<file path="src/rtl/conv_pkg.sv">
// conv_pkg: shared definitions for the convolution output-buffer blocks.
//   - Frame geometry shared by rom_write (producer) and rom_read (consumer).
//   - pixel_t: one output pixel.
//   - state_t: sequencing states of the rom_read engine.
package conv_pkg;

  localparam int OUT_WIDTH  = 30;
  localparam int OUT_HEIGHT = 30;
  localparam int FRAME_PIX  = OUT_WIDTH * OUT_HEIGHT;
  localparam int DATA_W     = 32;

  typedef logic [DATA_W-1:0] pixel_t;

  typedef enum logic [1:0] {
    IDLE  = 2'd0,
    RUN   = 2'd1,
    DRAIN = 2'd2,
    DONE  = 2'd3
  } state_t;

endpackage

</file>
<file path="src/rtl/rom_read_fifo.sv">
// rom_read_fifo: synchronous single-clock FIFO used as the output buffer of
// rom_read.
// Ports:
//   clk, rst            clock, synchronous active-high flush
//   push, push_data     write side (push ignored when full)
//   pop, pop_data       read side; pop_data shows the head entry, 0 when empty
//   count, empty, full  occupancy status
// DEPTH must be a power of two so the pointers wrap naturally.
module rom_read_fifo #(
  parameter int DEPTH = 4,
  parameter int W     = 34,
  localparam int AW   = $clog2(DEPTH),
  localparam int CW   = AW + 1
) (
  input  logic          clk,
  input  logic          rst,
  input  logic          push,
  input  logic [W-1:0]  push_data,
  input  logic          pop,
  output logic [W-1:0]  pop_data,
  output logic [CW-1:0] count,
  output logic          empty,
  output logic          full
);

  logic [W-1:0]  mem [DEPTH];
  logic [AW-1:0] wr_ptr_q;
  logic [AW-1:0] rd_ptr_q;
  logic [CW-1:0] count_q;
  logic          do_push;
  logic          do_pop;

  assign empty   = (count_q == '0);
  assign full    = (count_q == CW'(DEPTH));
  assign count   = count_q;
  assign do_push = push && !full;
  assign do_pop  = pop && !empty;

  // Head is masked when empty so the stream data reads as 0 after a flush.
  assign pop_data = empty ? '0 : mem[rd_ptr_q];

  always_ff @(posedge clk) begin
    if (do_push) begin
      mem[wr_ptr_q] <= push_data;
    end
  end

  always_ff @(posedge clk) begin
    if (rst) begin
      wr_ptr_q <= '0;
      rd_ptr_q <= '0;
      count_q  <= '0;
    end else begin
      if (do_push) wr_ptr_q <= wr_ptr_q + AW'(1);
      if (do_pop)  rd_ptr_q <= rd_ptr_q + AW'(1);
      count_q <= count_q + CW'(do_push) - CW'(do_pop);
    end
  end

  // The issue credit upstream guarantees a push never meets a full buffer.
  a_no_overflow: assert property (@(posedge clk) disable iff (rst) !(push && full));

endmodule

</file>
<file path="src/rtl/rom_read.sv">
// rom_read: read-back engine for the convolution output buffer.
// On start it reads RAM addresses 0..OUT_WIDTH*OUT_HEIGHT-1 through a
// synchronous read port and replays the pixels as a stream with end-of-row
// (pix_eol) and end-of-frame (pix_last) markers.
// Ports:
//   clk, rst                 clock, synchronous active-high reset
//   start                    one-cycle frame request (honoured only in IDLE)
//   rd_en, rd_addr, rd_data  RAM read port; rd_data valid 1 cycle after rd_en
//   pix_valid, pix_ready     stream handshake
//   pix_data, pix_eol, pix_last  stream payload
//   busy                     high while the frame is being read / drained
//   done                     one-cycle pulse after the last transfer
//   checksum                 frame sum of transferred pixels (0 unless built
//                            with ROM_READ_CHECKSUM_EN)
// Handshake: a pixel moves on every cycle where pix_valid && pix_ready. Once
// pix_valid is high it stays high, with pix_data/pix_eol/pix_last unchanged,
// until that transfer happens.
// Optional feature macro: ROM_READ_CHECKSUM_EN.
// FSM state is visible hierarchically as state_q.
module rom_read #(
  parameter int OUT_WIDTH  = conv_pkg::OUT_WIDTH,
  parameter int OUT_HEIGHT = conv_pkg::OUT_HEIGHT,
  parameter int DATA_W     = conv_pkg::DATA_W,
  parameter int ADDR_W     = 10,
  parameter int FIFO_DEPTH = 4
) (
  input  logic              clk,
  input  logic              rst,
  input  logic              start,
  output logic              rd_en,
  output logic [ADDR_W-1:0] rd_addr,
  input  logic [DATA_W-1:0] rd_data,
  output logic              pix_valid,
  input  logic              pix_ready,
  output logic [DATA_W-1:0] pix_data,
  output logic              pix_eol,
  output logic              pix_last,
  output logic              busy,
  output logic              done,
  output logic [31:0]       checksum
);

  import conv_pkg::*;

  localparam int N  = OUT_WIDTH * OUT_HEIGHT;
  localparam int CW = $clog2(FIFO_DEPTH) + 1;
  localparam int EW = DATA_W + 2;

  state_t            state_q;
  state_t            state_d;
  logic [ADDR_W-1:0] idx_q;
  logic [ADDR_W-1:0] col_q;
  logic [ADDR_W-1:0] row_q;
  logic              stg_vld_q;
  logic              stg_eol_q;
  logic              stg_last_q;
  logic [1:0]        inflight_q;

  logic              accept;
  logic              issue;
  logic              is_eol;
  logic              is_last;
  logic              pop;
  logic [31:0]       credit_used;
  logic [CW-1:0]     fifo_count;
  logic              fifo_empty;
  logic              fifo_full;
  logic [EW-1:0]     fifo_out;

  assign accept  = (state_q == IDLE) && start;
  assign is_eol  = (col_q == ADDR_W'(OUT_WIDTH - 1));
  assign is_last = (idx_q == ADDR_W'(N - 1));

  // Credit counts buffered entries plus reads still in the pipe; a pop in the
  // same cycle is deliberately not counted so the buffer can never overflow.
  assign credit_used = 32'(fifo_count) + 32'(inflight_q);
  assign issue       = (state_q == RUN) && (credit_used < 32'(FIFO_DEPTH));

  assign rd_en   = issue;
  assign rd_addr = issue ? idx_q : '0;

  assign pix_valid = !fifo_empty;
  assign pop       = pix_valid && pix_ready;
  assign {pix_data, pix_eol, pix_last} = fifo_out;

  assign busy = (state_q == RUN) || (state_q == DRAIN);
  assign done = (state_q == DONE);

  always_comb begin
    state_d = state_q;
    case (state_q)
      IDLE:  if (start) state_d = RUN;
      RUN:   if (issue && is_last) state_d = DRAIN;
      // Leave as the final entry is popped so done lands one cycle after it.
      DRAIN: if ((inflight_q == 2'd0) &&
                 (fifo_empty || ((fifo_count == CW'(1)) && pop))) state_d = DONE;
      DONE:  state_d = IDLE;
      default: state_d = IDLE;
    endcase
  end

  always_ff @(posedge clk) begin
    if (rst) begin
      state_q    <= IDLE;
      idx_q      <= '0;
      col_q      <= '0;
      row_q      <= '0;
      stg_vld_q  <= 1'b0;
      stg_eol_q  <= 1'b0;
      stg_last_q <= 1'b0;
      inflight_q <= 2'd0;
    end else begin
      state_q <= state_d;
      if (accept) begin
        idx_q <= '0;
        col_q <= '0;
        row_q <= '0;
      end else if (issue) begin
        idx_q <= is_last ? '0 : idx_q + ADDR_W'(1);
        if (is_eol) begin
          col_q <= '0;
          row_q <= is_last ? '0 : row_q + ADDR_W'(1);
        end else begin
          col_q <= col_q + ADDR_W'(1);
        end
      end
      // Delay stage: markers travel alongside the read so they line up with
      // rd_data, which the RAM returns in the following cycle.
      stg_vld_q  <= issue;
      stg_eol_q  <= issue && is_eol;
      stg_last_q <= issue && is_last;
      inflight_q <= inflight_q + 2'(issue) - 2'(stg_vld_q);
    end
  end

  rom_read_fifo #(
    .DEPTH (FIFO_DEPTH),
    .W     (EW)
  ) u_fifo (
    .clk       (clk),
    .rst       (rst),
    .push      (stg_vld_q),
    .push_data ({rd_data, stg_eol_q, stg_last_q}),
    .pop       (pop),
    .pop_data  (fifo_out),
    .count     (fifo_count),
    .empty     (fifo_empty),
    .full      (fifo_full)
  );

`ifdef ROM_READ_CHECKSUM_EN
  logic [31:0] checksum_q;

  always_ff @(posedge clk) begin
    if (rst) begin
      checksum_q <= '0;
    end else if (accept) begin
      checksum_q <= '0;
    end else if (pop) begin
      checksum_q <= checksum_q + 32'(pix_data);
    end
  end

  assign checksum = checksum_q;
`else
  assign checksum = '0;
`endif

  a_inflight_max: assert property (@(posedge clk) disable iff (rst) inflight_q <= 2'd2);
  a_push_room:    assert property (@(posedge clk) disable iff (rst) stg_vld_q |-> !fifo_full);

endmodule

</file>
<file path="config.mk">
export PLATFORM = sky130hd
export DESIGN_NAME = rom_read
export DESIGN_NICKNAME = d
export VERILOG_FILES = /design/src/rtl/conv_pkg.sv /design/src/rtl/rom_read_fifo.sv /design/src/rtl/rom_read.sv
export SDC_FILE = /design/constraint.sdc
export NUM_CORES = 1
export LEC_CHECK = 0
export BUFFER_PORTS_ARGS = -buffer_cell sky130_fd_sc_hd__buf_2
export CAP_MARGIN = 10
export CORE_MARGIN = 1.5
export CORE_UTILIZATION = 61
export DETAILED_ROUTE_END_ITERATION = 16
export PLACE_DENSITY = 0.81
export SKIP_LAST_GASP = 1
export SYNTH_ARGS = -nofsm -noshare
export SYNTH_HDL_FRONTEND = slang
export SYNTH_SLANG_ARGS = --single-unit
</file>
<file path="constraint.sdc">
create_clock -name clk -period 7.35 [get_ports clk]
set_input_delay 0.735 -clock clk [delete_from_list [all_inputs] [get_ports clk]]
set_output_delay 0.735 -clock clk [all_outputs]
set_load 0.02 [all_outputs]
</file>
==> impl_metrics.tcl, run 1 <==
set metrics [dict create \
    final-seq-area_mm2 0.004807 \
    synth_edf_count 136 \
    hold_buffers 0 \
    avgSynthCellArea_um2 15.59 \
    nNetsFinal 609 \
    coreArea_mm2 0.01156 \
    fin_crit_sh 0.5019 \
    wl_per_cell_um 18.38 \
    setup_viol 0 \
    status "finished clean" \
    nFillCells 723 \
    skew_ns 0.007520 \
    instances_no_fill 710 \
    end_kind "output port" \
    multi_input_area_mm2 0.002285 \
    design_area_mm2 0.008373 \
    die_h_um 112.6 \
    post-route-drc-count 0 \
    clk_pin_slew_worst_paths_ns 0.06 \
    io_pins 116 \
    cts_buffer_depth 2 \
    clock_latency_ns 0.42 \
    tns_ns 0 \
    cts_root_buf "clkbuf_16" \
    ys_ff_latch 172 \
    htreeDepth 4 \
    min_period_ns 3.689 \
    crit_path_start_kind "register" \
    dpl_cell_area_mm2 0.007746 \
    placementRows 39 \
    worstPathMaxFanout 21 \
    switching_share 0.2991 \
    finalWirelength_mm 13.05 \
    tightestPinTransition_ns 1.068 \
    die_x_um 112.6 \
    cts_buffers 17 \
    placed_cells 679 \
    postLayoutSetupSlackWorst_ns 3.661 \
    dieArea_mm2 0.01268 \
    async_reset_ff_frac 0 \
    drtIter0Drc 417 \
    hold_viol_final 0 \
    grt_setup_unrepaired "no" \
    path_class "register to output port" \
    initial_core_util 0.6336 \
    worst_ep_required_time_ns 6.61 \
    syn_to_final_growth_pct 14.28 \
    port_buffers 83 \
    antenna_found_initial 0 \
    grt_max_degree 37 \
    gr-usage-all-layers 0.2207 \
    cts-resized-gates 0 \
    ys_types 46 \
    hp-class "register to register" \
    drv_cap 0 \
    vdd_ir_drop_max_v 0.0002305 \
    seqPwrFrac 0.400 \
    place.gp.congestion 0.8136 \
    layout-drive-gt1-share 0.2787 \
    max-slew-margin-rel 0.2846 \
    comb_power_share 0.278 \
    viasPerCell 5.730 \
    p_per_area_mw_per_mm2 350.0 \
    cts_tree "built" \
    cts_setup_buffers 0 \
    antenna_cells 0 \
    synth_flop_cell "edfxtp_1" \
    hpwl_mm 7.916 \
    hold_ws_ns 0.4833 \
    syn-cell-area_mm2 0.007327 \
    ys_seq_area_frac 0.6557 \
    antenna_left 0 \
    synth_cells 470 \
    grt_pass1_wl_mm 21.11 \
    p_switching_w 0.0008763 \
    clock_sinks 172 \
    intPower_w 0.002054 \
    pre_cts_ws_ns 4.153 \
    fmax_ghz 0.2711 \
    cp_data_arrival_time_ns 2.95 \
    grt_pass1_vias 4120 \
    p_leak_nw 3.054 \
    grt_overflow 0 \
    route.vias.total 4068 \
    firstDrtPassIters 4 \
    yosys_warnings 0 \
    finalMaxSlewViolations 0 \
    power_frac_clock 0.322 \
]
==> state kept, by name, indices dropped and copies added (netlist names), named ones only <==
signal,cells
u_fifo.count,3
stg_last_q,1
idx_q,10
u_fifo.mem,136
stg_eol_q,1
inflight_q,2
u_fifo.rd_ptr_q,2
u_fifo.wr_ptr_q,2
state_q,2
stg_vld_q,1
col_q,10
==> worst paths after layout <==
check                          end  slack (ns)  startpoint  cells after the start
hold reg to reg   u_fifo.mem[0][0]        0.48  stg_last_q                      0
setup reg to reg     inflight_q[1]        4.32  state_q[1]                      9
setup / recovery             rd_en        3.66  state_q[1]                      6
hold / removal    u_fifo.mem[0][0]        0.48  stg_last_q                      0
==> routing by layer <==
layer	GRT usage	wire length (um)	vias up	part of all wire
li1	-	-	1878	-
met1	0.2757	5356	2040	0.41
met2	0.3732	6860	139	0.53
met3	0.06317	692	11	0.053
met4	0.07595	139	0	0.011
met5	0	0	-	0
==> synth_stat cells, types with 10 or more instances <==
master    instances  share of area
dfxtp_1          36          0.098
ha_1             17          0.029
inv_1            11         0.0056
mux4_2           34           0.10
nor2_1           29          0.015
xor2_1           11          0.013
clkbuf_1         13         0.0067
nand4_1          12          0.010
and2_1           42          0.036
buf_4            32          0.033
nand2_1          10         0.0051
edfxtp_1        136           0.56
and3_1           11         0.0094
==> cells by family after synthesis <==
family	Yosys count	synth area share
simple gates	139	0.1096
fa+ha+maj	18	0.03176
xor+xnor	19	0.02271
flops	172	0.6557
mux	37	0.1086
compound gates	22	0.02203
other cells	1	0.0005118
buf+inv	62	0.04901
==> critical path, cell delays in order, from the launching register on <==
cell and delay [ns]:
dfxtp_1 0.34, inv_1 0.12, ha_1 0.28, nor3b_2 0.90, nand2_1 0.41, clkinv_1 0.28, buf_2 0.20
==> power by group through the flow <==
stage	combinational [W]	clock, W	sequential [W]
after floorplan	0.000626	0	0.00117
after global placement	0.000805	0	0.00119
after detailed placement	0.000822	0	0.00119
after CTS	0.000827	0.000958	0.00117
after global routing	0.000892	0.000994	0.00118
final	0.000815	0.000944	0.00117
==> cell type report <==
| cell class | count | share of cell area |
|---|---|---|
| flip-flops and latches | 172 | 0.5741 |
| clock inverters | 13 | 0.02361 |
| clock buffers | 18 | 0.05126 |
| repair buffers | 85 | 0.05140 |
| well taps | 143 | 0.02137 |
| inverters | 12 | 0.005380 |
| multi-input cells | 267 | 0.2729 |
==> stage by stage <==
| stage | utilization | total power [W] |
|---|---|---|
| floorplan | - | 0.001793 |
| global placement | 0.6698 | 0.001992 |
| detailed placement | 0.6698 | 0.002014 |
| CTS | 0.7240 | 0.002957 |
| global route | 0.7240 | 0.003066 |
| finish | 0.7240 | 0.002930 |
==> cell usage in the layout, fill, tap and decap left out, types with 2 or more instances in the layout <==
master      instances
a21oi_1             6
and2_1             38
and2_2              4
and3_1             11
and4_1              4
buf_2              83
buf_4               2
bufinv_16           5
clkbuf_16          17
clkinv_1            4
clkinvlp_4          3
conb_1             32
dfxtp_1            34
dfxtp_2             2
edfxtp_1          136
ha_1               17
inv_1              11
mux2i_1             3
mux4_2             34
nand2_1            10
nand3_1             7
nand4_1            12
nor2_1             29
nor2b_1             3
nor3_1              5
nor4_1              2
o21ai_0             3
o311ai_0            2
o41ai_1             2
or3_1               6
xnor2_1             8
xor2_1             11
Power figures use the tool's default switching activity.
==> run 2, diff against run 1 <==
CORE_UTILIZATION = 56   (was 61)
PLACE_DENSITY = 0.75   (was 0.81)
clock period = 3.8 ns   (was 7.35 ns; I/O delays follow)
==> run 2 against run 1 <==
Global-route usage shrank 2.4 points. Power grew 90%. Die area grew 8.7%. Clock power grew 83%. First-iteration DRC count shrank 35%. Via count shrank 0.42%. Sequential share of layout area shrank 0.17 points. Clock-buffer cell count shrank 1. Critical endpoint unchanged. Hold slack lost 0.31 ns. Sequential cell count is the same.
==> impl_metrics.tcl, run 2 (synthesis results as in run 1) <==
set metrics [dict create \
    grt_pass1_vias 4025 \
    setup_viol 0 \
    p_leak_nw 3.061 \
    placed_cells 710 \
    worstPathMaxFanout 21 \
    hp-class "input pin to register" \
    drtIter0Drc 272 \
    htreeDepth 4 \
    grt_max_degree 37 \
    port_buffers 83 \
    clock_sinks 172 \
    fmax_ghz 0.3287 \
    p_per_area_mw_per_mm2 664.6 \
    hpwl_mm 7.706 \
    dieArea_mm2 0.01378 \
    grt_setup_unrepaired "no" \
    hold_buffers 0 \
    hold_ws_ns 0.1701 \
    clock_latency_ns 0.42 \
    regMostFlops "u_fifo.mem" \
    layout_common_cells "136 x edfxtp_1, 83 x buf_2, 38 x and2_1" \
    crit_path_top_delay_cell "nand3_1" \
    largest_register_ff_count 136 \
    cts_setup_buffers 0 \
    min_period_ns 3.042 \
    fin_crit_sh 0.8005 \
    grt_overflow 0 \
    final_common_cell "edfxtp_1" \
    crit_path_start_kind "register" \
    skew_ns 0.008774 \
    route.vias.total 4051 \
    cts_buffers 17 \
    viasPerCell 5.452 \
    die_h_um 117.4 \
    end_kind "output port" \
    initial_core_util 0.5783 \
    antenna_found_initial 1 \
    cts_root_buf "clkbuf_16" \
    syn_to_final_growth_pct 14.62 \
    instances_no_fill 743 \
    hold_viol_final 0 \
    cp_data_arrival_time_ns 2.66 \
    die_x_um 117.4 \
    wl_per_cell_um 17.18 \
    crit_chain "ha_1, nand3_1, nand2_1, clkinv_1, buf_2" \
    max-slew-margin-rel 0.3625 \
    grt_pass1_wl_mm 20.58 \
    reg_top3 "u_fifo.mem (136), col_q (10), idx_q (10)" \
    placementRows 41 \
    drv_cap 0 \
    antenna_left 0 \
    layout-drive-gt1-share 0.2860 \
    cts-resized-gates 0 \
    cts_buffer_depth 2 \
    finalWirelength_mm 12.77 \
    finalMaxSlewViolations 0 \
    tns_ns 0 \
    io_pins 116 \
    cts_tree "built" \
    gr-usage-all-layers 0.1967 \
    place.gp.congestion 0.8371 \
    coreArea_mm2 0.01267 \
    firstDrtPassIters 5 \
    clk_pin_slew_worst_paths_ns 0.06 \
    path_class "register to output port" \
    cpPeakStageDelay_ns 0.50 \
    worst_ep_required_time_ns 3.42 \
    vdd_ir_drop_max_v 0.0003743 \
    tightestPinTransition_ns 0.9562 \
    status "finished clean" \
    post-route-drc-count 0 \
    nNetsFinal 611 \
]
run 2: where the power goes:
| group | leakage (nW) | internal [W] | switching [W] |
|---|---|---|---|
| Clock | 0.292 | 0.00103 | 0.000698 |
| Sequential | 1.52 | 0.00216 | 0.000147 |
| Combinational | 1.25 | 0.000665 | 0.000876 |
run 2: area by class of cell:
cell class | count | area, um^2
Clock inverter | 15 | 172.7
Timing Repair Buffer | 87 | 445.4
Multi-Input combinational cell | 267 | 2285
Fill cell | 928 | 4273
Sequential cell | 172 | 4807
Clock buffer | 17 | 425.4
Tap cell | 172 | 215.2
Inverter | 12 | 45.04
Antenna cell | 1 | 2.502
run 2: critical path, delay by kind of cell, from the launching register on:
family | cells | cell delay [ns]
buffers and inverters | 2 | 0.57
DFF | 1 | 0.37
adders and majority gates | 1 | 0.32
and+or+nand+nor | 2 | 0.98
run 2: path summary, 6_finish.rpt:
check	startpoint	to	slack, ns	cells after the start
worst max-delay path	u_fifo.count[1]	rd_en	0.76	5
worst min-delay path	rd_data[0]	u_fifo.mem[2][2]	0.17	1
worst max register to register	u_fifo.count[1]	inflight_q[1]	1.03	8
worst min register to register	stg_last_q	u_fifo.mem[2][0]	0.47	0
run 2: layer usage:
layer / track usage / share of wire
met4: 0.08565 / 0.017
met3: 0.04767 / 0.058
met5: 0 / 0
met1: 0.2468 / 0.42
met2: 0.3276 / 0.51
run 2: through the flow:
step | setup slack [ns] | power [W] | cell area (um^2) | utilization
6_report | 0.7581 | 0.005581 | 8398 | 0.6628
5_1_grt | 0.5433 | 0.005836 | 8398 | 0.6628
4_1_cts | 0.7558 | 0.005644 | 8396 | 0.6626
3_5_place_dp | 1.076 | 0.003915 | 7797 | 0.6154
3_3_place_gp | 1.202 | 0.003880 | 7797 | 0.6154
2_1_floorplan | 1.450 | 0.003467 | 7443 | -
